--- src/rtl/vga_pkg.sv ---
// Shared VGA timing constants and the per-axis phase type used by the
// timing generator and its axis counters.
package vga_pkg;

   localparam int CNT_W        = 10;

   localparam int DEF_H_ACTIVE = 640;
   localparam int DEF_H_FP     = 16;
   localparam int DEF_H_SYNC   = 96;
   localparam int DEF_H_BP     = 48;

   localparam int DEF_V_ACTIVE = 480;
   localparam int DEF_V_FP     = 10;
   localparam int DEF_V_SYNC   = 2;
   localparam int DEF_V_BP     = 33;

   localparam int H_TOTAL = DEF_H_ACTIVE + DEF_H_FP + DEF_H_SYNC + DEF_H_BP;
   localparam int V_TOTAL = DEF_V_ACTIVE + DEF_V_FP + DEF_V_SYNC + DEF_V_BP;

   // Gray-coded so every phase step flips one bit and the sync/active decodes stay glitch-free
   typedef enum logic [1:0] {
      ACTIVE = 2'b00,
      FRONT  = 2'b01,
      SYNC   = 2'b11,
      BACK   = 2'b10
   } phase_t;

endpackage

--- src/rtl/vga_axis.sv ---
// One timing axis: a wrapping position counter plus its ACTIVE/FRONT/SYNC/BACK
// phase register, both stepping only when advance is high.
module vga_axis
   import vga_pkg::*;
#(
   parameter int A_LEN = DEF_H_ACTIVE,
   parameter int F_LEN = DEF_H_FP,
   parameter int S_LEN = DEF_H_SYNC,
   parameter int B_LEN = DEF_H_BP
) (
   input  logic             clk,
   input  logic             reset,
   input  logic             advance,
   output logic [CNT_W-1:0] count,
   output phase_t           phase,
   output logic             wrap
);

   localparam logic [CNT_W-1:0] C_FRONT = CNT_W'(A_LEN);
   localparam logic [CNT_W-1:0] C_SYNC  = CNT_W'(A_LEN + F_LEN);
   localparam logic [CNT_W-1:0] C_BACK  = CNT_W'(A_LEN + F_LEN + S_LEN);
   localparam logic [CNT_W-1:0] C_LAST  = CNT_W'(A_LEN + F_LEN + S_LEN + B_LEN - 1);

   logic [CNT_W-1:0] r_count;
   phase_t           r_phase;
   logic [CNT_W-1:0] w_nxt_count;
   logic             w_wrap;

   assign w_wrap      = (r_count == C_LAST);
   assign w_nxt_count = w_wrap ? '0 : (r_count + CNT_W'(1));

   // Phase changes on entry to the first count of the following phase
   always_ff @(posedge clk or negedge reset) begin
      if (!reset) begin
         r_count <= C_LAST;
         r_phase <= BACK;
      end else if (advance) begin
         r_count <= w_nxt_count;
         if (w_nxt_count == '0) begin
            r_phase <= ACTIVE;
         end else if (w_nxt_count == C_FRONT) begin
            r_phase <= FRONT;
         end else if (w_nxt_count == C_SYNC) begin
            r_phase <= SYNC;
         end else if (w_nxt_count == C_BACK) begin
            r_phase <= BACK;
         end
      end
   end

   assign count = r_count;
   assign phase = r_phase;
   assign wrap  = w_wrap;

endmodule

--- src/rtl/vga_timing_gen.sv ---
// VGA raster timing generator: horizontal and vertical axis counters with
// active-low syncs, visible-area flag and line/frame start pulses.
module vga_timing_gen
   import vga_pkg::*;
#(
   parameter int H_ACTIVE = DEF_H_ACTIVE,
   parameter int H_FP     = DEF_H_FP,
   parameter int H_SYNC   = DEF_H_SYNC,
   parameter int H_BP     = DEF_H_BP,
   parameter int V_ACTIVE = DEF_V_ACTIVE,
   parameter int V_FP     = DEF_V_FP,
   parameter int V_SYNC   = DEF_V_SYNC,
   parameter int V_BP     = DEF_V_BP
) (
   input  logic             clk,
   input  logic             reset,
   input  logic             pix_en,
   output logic [CNT_W-1:0] hcount,
   output logic [CNT_W-1:0] vcount,
   output logic             hsync,
   output logic             vsync,
   output logic             active,
   output logic             frame_start,
   output logic             line_start
);

   phase_t w_h_phase;
   phase_t w_v_phase;
   logic   w_h_wrap;
   logic   w_v_wrap;
   logic   w_v_adv;
   logic   r_line_start;
   logic   r_frame_start;

   // The line steps only when the pixel counter leaves its last column
   assign w_v_adv = pix_en & w_h_wrap;

   vga_axis #(
      .A_LEN (H_ACTIVE),
      .F_LEN (H_FP),
      .S_LEN (H_SYNC),
      .B_LEN (H_BP)
   ) u_h_axis (
      .clk     (clk),
      .reset   (reset),
      .advance (pix_en),
      .count   (hcount),
      .phase   (w_h_phase),
      .wrap    (w_h_wrap)
   );

   vga_axis #(
      .A_LEN (V_ACTIVE),
      .F_LEN (V_FP),
      .S_LEN (V_SYNC),
      .B_LEN (V_BP)
   ) u_v_axis (
      .clk     (clk),
      .reset   (reset),
      .advance (w_v_adv),
      .count   (vcount),
      .phase   (w_v_phase),
      .wrap    (w_v_wrap)
   );

   always_ff @(posedge clk or negedge reset) begin
      if (!reset) begin
         r_line_start  <= 1'b0;
         r_frame_start <= 1'b0;
      end else begin
         r_line_start  <= w_v_adv;
         r_frame_start <= w_v_adv & w_v_wrap;
      end
   end

   // Decodes of the phase flops only; nothing here depends on an input
   assign hsync       = (w_h_phase != SYNC);
   assign vsync       = (w_v_phase != SYNC);
   assign active      = (w_h_phase == ACTIVE) && (w_v_phase == ACTIVE);
   assign line_start  = r_line_start;
   assign frame_start = r_frame_start;

endmodule

--- config.mk ---
export PLATFORM = sky130hd
export DESIGN_NAME = vga_timing_gen
export DESIGN_NICKNAME = d
export VERILOG_FILES = /design/src/rtl/vga_pkg.sv /design/src/rtl/vga_axis.sv /design/src/rtl/vga_timing_gen.sv
export SDC_FILE = /design/constraint.sdc
export NUM_CORES = 1
export LEC_CHECK = 0
export CAP_MARGIN = 20
export CORE_MARGIN = 1.5
export CORE_UTILIZATION = 40
export CTS_CLUSTER_DIAMETER = 200
export DETAILED_ROUTE_END_ITERATION = 8
export GPL_TIMING_DRIVEN = 0
export HOLD_SLACK_MARGIN = 0.08
export SYNTH_ARGS = -nofsm -noshare
export SYNTH_HDL_FRONTEND = slang
export SYNTH_HIERARCHICAL = 1
export SYNTH_SLANG_ARGS = --single-unit
--- constraint.sdc ---
create_clock -name clk -period 2.8 [get_ports clk]
set_input_delay 0.28 -clock clk [delete_from_list [all_inputs] [get_ports clk]]
set_output_delay 0.28 -clock clk [all_outputs]
set_load 0.005 [all_outputs]
==> metrics, run 1 <==
Post-DRT Antenna Nets 0; final hold vios 0; WL final 4250 um; R2R setup slack 0.20 ns; Core Region 4750 sq um; width of the die 73.3 um; CTS buffer count 3; syn_nets 216; CTS root buf clkbuf_8; Detailed Place HPWL 3100 um; synth cell count leaders nand2_1, xnor2_1, dfrtp_1, nand3_1; Rows 25; Max stage delay on crit path 0.50 ns; Fmax 0.384 GHz; max-slew violations 0; DR pass1 iterations 6; worst-margin pin slew 0.639 ns; type of origin of the critical path flop; DRC 0; crit path max-delay cell type or4b_1; Final Skew 0.00237 ns; initial antenna violation count 0; top-count cell post-synth nand2_1; min cycle time layout 2.60 ns; Final Non-Filler Cells 307; CP Buf/Inv Count 2; worst-path fanout max 10; leakage 0.00101 uW; antenna cells 0; Tcrit/Tclk final 93.0%; cell area after synthesis 1980 sq um; cell taking the most area after synthesis dfrtp_1; share of cells above drive strength 1 22.1%; Hold Path Class in -> async; Synth top area share 17.7%; EDFF count, synth 0; reg2reg path depth 9; # Post-CTS Setup Buffers 0; Max Cap Viol 0; critical path endpoint category flop; Peak VDD IR 0.394 mV; Post-Place Cells 304; cells after synthesis 209; cell area after layout 2400 sq um; Final nets 248; Setup Crit Path Kind reg -> reg; Most used DFF post-synth dfrtp_1; Cell Area, Placed 2350 sq um; YS warnings 6; area grow syn2layout 21.4%; Syn Area/Cell 9.47 sq um; global-route wire length before repair 6880 um; port bufs 27; synth top area cells dfrtp_1, dfstp_2, xnor2_1; Crit path arrival time 2.77 ns; Slew HR 57.2%; reg2reg start u_v_axis/count[0]; CTS tree built; CTS H-tree lvls 1; Via density 5.29; power density cells 499 nW/um^2; Clk Latency, worst-skew pair 0.27 ns; crit-path cells clkbuf_2, inv_1, ha_1, or4b_1, a2bb2oi_1, nand4_1, nor4bb_4, a21oi_1, a21o_1; gp weighted congestion 0.830; initial DRC count 107; RSZ-0062 raised after global routing no; CTS Hold Bufs 0; drt wl/cell 13.9 um; outcome finished clean; GRT Resource Usage Total 16.5%; CTS sink count 26; CP required 2.97 ns; Synth Register Bits 26; Initial Util 41.6%; Yosys cell types 62; die area 5380 sq um; number of global-route vias before repair 1364; Die H 73.3 um; reg2reg end u_v_axis/phase[0]; Seq/Total Area, Yosys 33.6%; ys async rst share 100%; IO Pins 28; CP delay by family, top simple AND/OR/NAND/NOR gates; Fillers 459; grt total ovfl 0; pin count of the biggest net entering global routing 15; clock buffer depth 2; final setup vio count 0; Clk pin slew, worst setup/hold paths 0.09 ns; via count 1623
-- per-stage QoR --
stage | worst slack [ns] | utilization (%) | power, uW | hold WS, ns | TNS, ns
after detailed placement | 0.00426 | 49.4 | 960 | 0.507 | 0
after CTS | 0.0419 | 50.6 | 1220 | 0.417 | 0
after global placement | -0.0220 | 49.1 | 956 | 0.510 | -0.0220
final | 0.197 | 50.5 | 1200 | 0.394 | 0
after global routing | 0.0262 | 50.5 | 1280 | 0.437 | 0
after floorplan | 0.388 | - | 791 | -0.0156 | 0
-- repair_timing --
item                                   CTS  global route
gates resized for setup                  1             2
pin swaps                                0             0
endpoints found under the hold margin    0             0
setup endpoints to repair                4             7
-- cells by family after synthesis --
kind of cell               synth area share, %
muxes                                     3.79
adders and majority gates                 2.53
and+or+nand+nor                           27.8
xor gates and xnor gates                  9.73
buffers and inverters                     7.58
DFF                                       33.6
AOI/OAI and AO/OA                         14.9
-- layout by cell type (no fill, tap or decap), drive strengths merged, types with 3 or more instances in the layout --
cell	count
nor2	10
a21oi	4
nand4b	3
ha	4
nor3	3
nand4	5
nand2	20
dfrtp	14
a31oi	5
xor2	6
inv	3
nand3	14
mux2i	3
o31ai	3
buf	14
dfstp	12
mux2	4
and3	5
o21ai	12
xnor2	16
clkbuf	10
clkdlybuf4s50	27
a21o	3
and4	3
-- cell type report --
cell class                      count  area (sq um)  area share, %
Multi-Input combinational cell    159          1160           48.4
Tap cell                           67          83.8           3.49
Buffer                             19           133           5.52
Sequential cell                    26           666           27.7
Inverter                            4          16.3          0.677
Clock buffer                        4          55.1           2.29
Timing Repair Buffer               28           285           11.9
-- worst max path at each step --
stage / startpoint / endpoint / cells past startpoint / slack [ns]
6_report: u_v_axis/count[0] / u_v_axis/phase[0] / 9 / 0.20
5_1_grt: u_v_axis/count[0] / u_v_axis/phase[0] / 9 / 0.03
4_1_cts: u_v_axis/count[0] / u_v_axis/phase[0] / 9 / 0.04
3_5_place_dp: u_h_axis/count[0] / u_v_axis/count[7] / 10 / 0.004
3_3_place_gp: u_h_axis/count[0] / u_v_axis/count[7] / 10 / -0.02
2_1_floorplan: u_v_axis/count[0] / u_v_axis/phase[0] / 9 / 0.39
-- sequential cells by signal (all words and copies together), names as in the netlist --
| signal | cells |
|---|---|
| line_start | 1 |
| u_h_axis/phase | 2 |
| u_v_axis/phase | 2 |
| frame_start | 1 |
| u_v_axis/count | 10 |
| u_h_axis/count | 10 |
-- routing by layer --
metal | global-route usage, % | part of all wire (%) | wire, um | up-vias
li1 | - | - | - | 816
met1 | 27.5 | 52 | 2220 | 763
met2 | 22.1 | 42 | 1790 | 42
met3 | 1.65 | 5.0 | 213 | 2
met4 | 4.32 | 0.75 | 32 | 0
met5 | 0 | 0 | 0 | -
-- power breakdown --
part | internal [uW] | total, uW | switching [uW] | leakage, uW
logic | 234 | 440 | 205 | 0.000678
clock network | 126 | 248 | 122 | 0.0000288
registers | 451 | 512 | 60.5 | 0.000302
total | 812 | 1200 | 388 | 0.00101
(Power assumes the default switching activity.)
==> run 2: changes to the inputs <==
MAX_ROUTING_LAYER = met4   (was not set)
==> run 2 against run 1 <==
Compared with the run above: first-iteration DRC count grew 13%; total power up 0.32%; register-to-register slack barely moved; largest power group unchanged; critical endpoint unchanged; die area unchanged; non-clock buffer count unchanged; combinational power is essentially flat; highest routed layer unchanged; clock power about the same; routed wire length rose by 0.49%; core utilization did not move; final area unchanged; critical path depth is the same; global-route usage grew 0.43 points.
==> metrics, run 2 (synthesized netlist as in run 1, its figures left out) <==
outcome finished clean; Crit. path cell count 9 (unchanged); die area 5380 sq um (unchanged); hold slack 0.393 ns (-0.000926 ns); Detailed Place HPWL 3100 um (unchanged); CP required 2.97 ns (about the same); CTS root buf clkbuf_8; Peak VDD IR 0.395 mV (+0.38%); DP Worst Slack 0.00426 ns (unchanged); type of origin of the critical path flop; CTS buffer count 3 (unchanged); Max stage delay on crit path 0.49 ns (about the same); final worst slack 0.188 ns (-0.00904 ns); critical path endpoint category flop; area taken by multi-input logic gates 1160 sq um (unchanged); clock power share 20.7% (about the same); switching share of power 32.6% (+0.21 points); Max Cap Viol 0 (unchanged); Clk Latency, worst-skew pair 0.27 ns (about the same); via count 1623 (unchanged); Core Region 4750 sq um (unchanged); Clk pin slew, worst setup/hold paths 0.09 ns (about the same); final setup vio count 0 (unchanged); Comb power frac 36.7% (about the same); Fmax 0.383 GHz (-0.35%); DR pass1 iterations 4 (-2); Final nets 248 (unchanged); area grow syn2layout 21.4% (unchanged); Crit path arrival time 2.78 ns (about the same); antenna cells 0 (unchanged); internal power 812 uW (about the same); crit path max-delay cell type or4b_1; global-route wire length before repair 6880 um (unchanged); CTS H-tree lvls 1 (unchanged); min cycle time layout 2.61 ns (+0.00904 ns); gp weighted congestion 0.843 (+1.5%); RSZ-0062 raised after global routing no; port bufs 27 (unchanged); Slew HR 57.4% (+0.15 points); grt total ovfl 0 (unchanged); worst setup path endpoint u_v_axis/phase[0]; Rows 25 (unchanged); width of the die 73.3 um (unchanged); reg2reg start u_v_axis/count[0]; Initial Util 41.6% (unchanged); pin count of the biggest net entering global routing 15 (unchanged); most frequent cells in the layout clkdlybuf4s50_1, nand2_1, xnor2_1; initial antenna violation count 0 (unchanged); final hold vios 0 (unchanged); CP Buf/Inv Count 2 (unchanged); WL final 4270 um (+0.49%); CTS tree built; R2R setup slack 0.19 ns (about the same); cell area after layout 2400 sq um (unchanged); most common cell after layout, fill and taps aside clkdlybuf4s50_1; sequential share of power 42.6% (about the same); # Post-CTS Setup Buffers 0 (unchanged); GRT Resource Usage Total 17.0% (+0.43 points); reg2reg path depth 9 (unchanged); worst-margin pin slew 0.637 ns (-0.00224 ns); DRC 0 (unchanged); Setup Crit Path Kind reg -> reg; CP startpoint u_v_axis/count[0]; CTS sink count 26 (unchanged); Die H 73.3 um (unchanged); number of global-route vias before repair 1366 (+0.15%); register area 666 sq um (unchanged); clock buffer depth 2 (unchanged); Final Util 50.5% (unchanged); NetSw 392 uW (+0.99%); Fillers 459 (unchanged); Cell Area, Placed 2350 sq um (unchanged); Hold Path Class in -> async; Final Skew 0.00214 ns (-0.000227 ns); crit-path cells clkbuf_2, inv_1, ha_1, or4b_1, a2bb2oi_1, nand4_1, nor4bb_4, a21oi_1, a21o_1; reg2reg end u_v_axis/phase[0]; drt wl/cell 13.9 um (+0.49%); power density cells 501 nW/um^2 (+0.32%); Via density 5.29 (unchanged); initial DRC count 121 (+13%); worst-path fanout max 10 (unchanged); leakage 0.00101 uW (unchanged); Tcrit/Tclk final 93.3% (+0.32 points); CP delay by family, top simple AND/OR/NAND/NOR gates; IO Pins 28 (unchanged); max-slew violations 0 (unchanged); share of cells above drive strength 1 22.1% (unchanged); Post-DRT Antenna Nets 0 (unchanged); CTS Hold Bufs 0 (unchanged)
run 2: cell counts in the layout (fill, tap and decap cells not counted):
No cell type changed its count.
run 2: per-stage QoR:
stage | total power (uW) | instances | setup TNS, ns
after floorplan | 791 | 209 | 0
after global placement | 956 | 303 | -0.0220
after detailed placement | 960 | 304 | 0
after CTS | 1220 | 308 | 0
after global routing | 1280 | 307 | 0
final | 1200 | 307 | 0
run 2: cell type report:
| class | count | area share [%] |
|---|---|---|
| multi-input cells | 159 | 48.4 |
| well taps | 67 | 3.49 |
| inverters | 4 | 0.677 |
| clock buffers | 4 | 2.29 |
| plain buffers | 19 | 5.52 |
| flip-flops and latches | 26 | 27.7 |
| repair buffers | 28 | 11.9 |
run 2: timing repair:
item / 4_1_cts / 5_1_grt
gates resized for setup: 1 / 2
endpoints found under the setup margin: 4 / 7
gates cloned: 0 / 0
run 2: worst min path at each step:
stage,startpoint,to,slack (ns),cells after the start
after floorplan,reset,frame_start,-0.02,0
after global placement,u_h_axis/count[0],u_h_axis/count[0],0.51,1
after detailed placement,u_h_axis/count[0],u_h_axis/count[0],0.51,1
after CTS,reset,u_h_axis/phase[0],0.42,1
after global routing,reset,u_v_axis/count[1],0.44,1
final,reset,u_v_axis/count[1],0.39,1
run 2: power by group through the flow:
stage	registers, uW	clock network, uW	logic [uW]
floorplan	515	0	276
global placement	518	0	437
detailed placement	518	0	441
CTS	512	261	444
global route	521	272	484
finish	512	250	442
run 2: per-layer routing:
layer  vias to the layer above  track usage, %  part of all wire [%]
met2                        37            22.1                    41
met3                         2            1.65                   4.1
met4                         0            4.32                  0.75
li1                        816               -                     -
met5                         -               -                     0
met1                       768            27.3                    54
==> run 3: changes to the inputs <==
HOLD_SLACK_MARGIN = 0.02   (was 0.08)
==> results of run 3 <==
No change in the layout: final DEF, timing and power equal those of run 2.
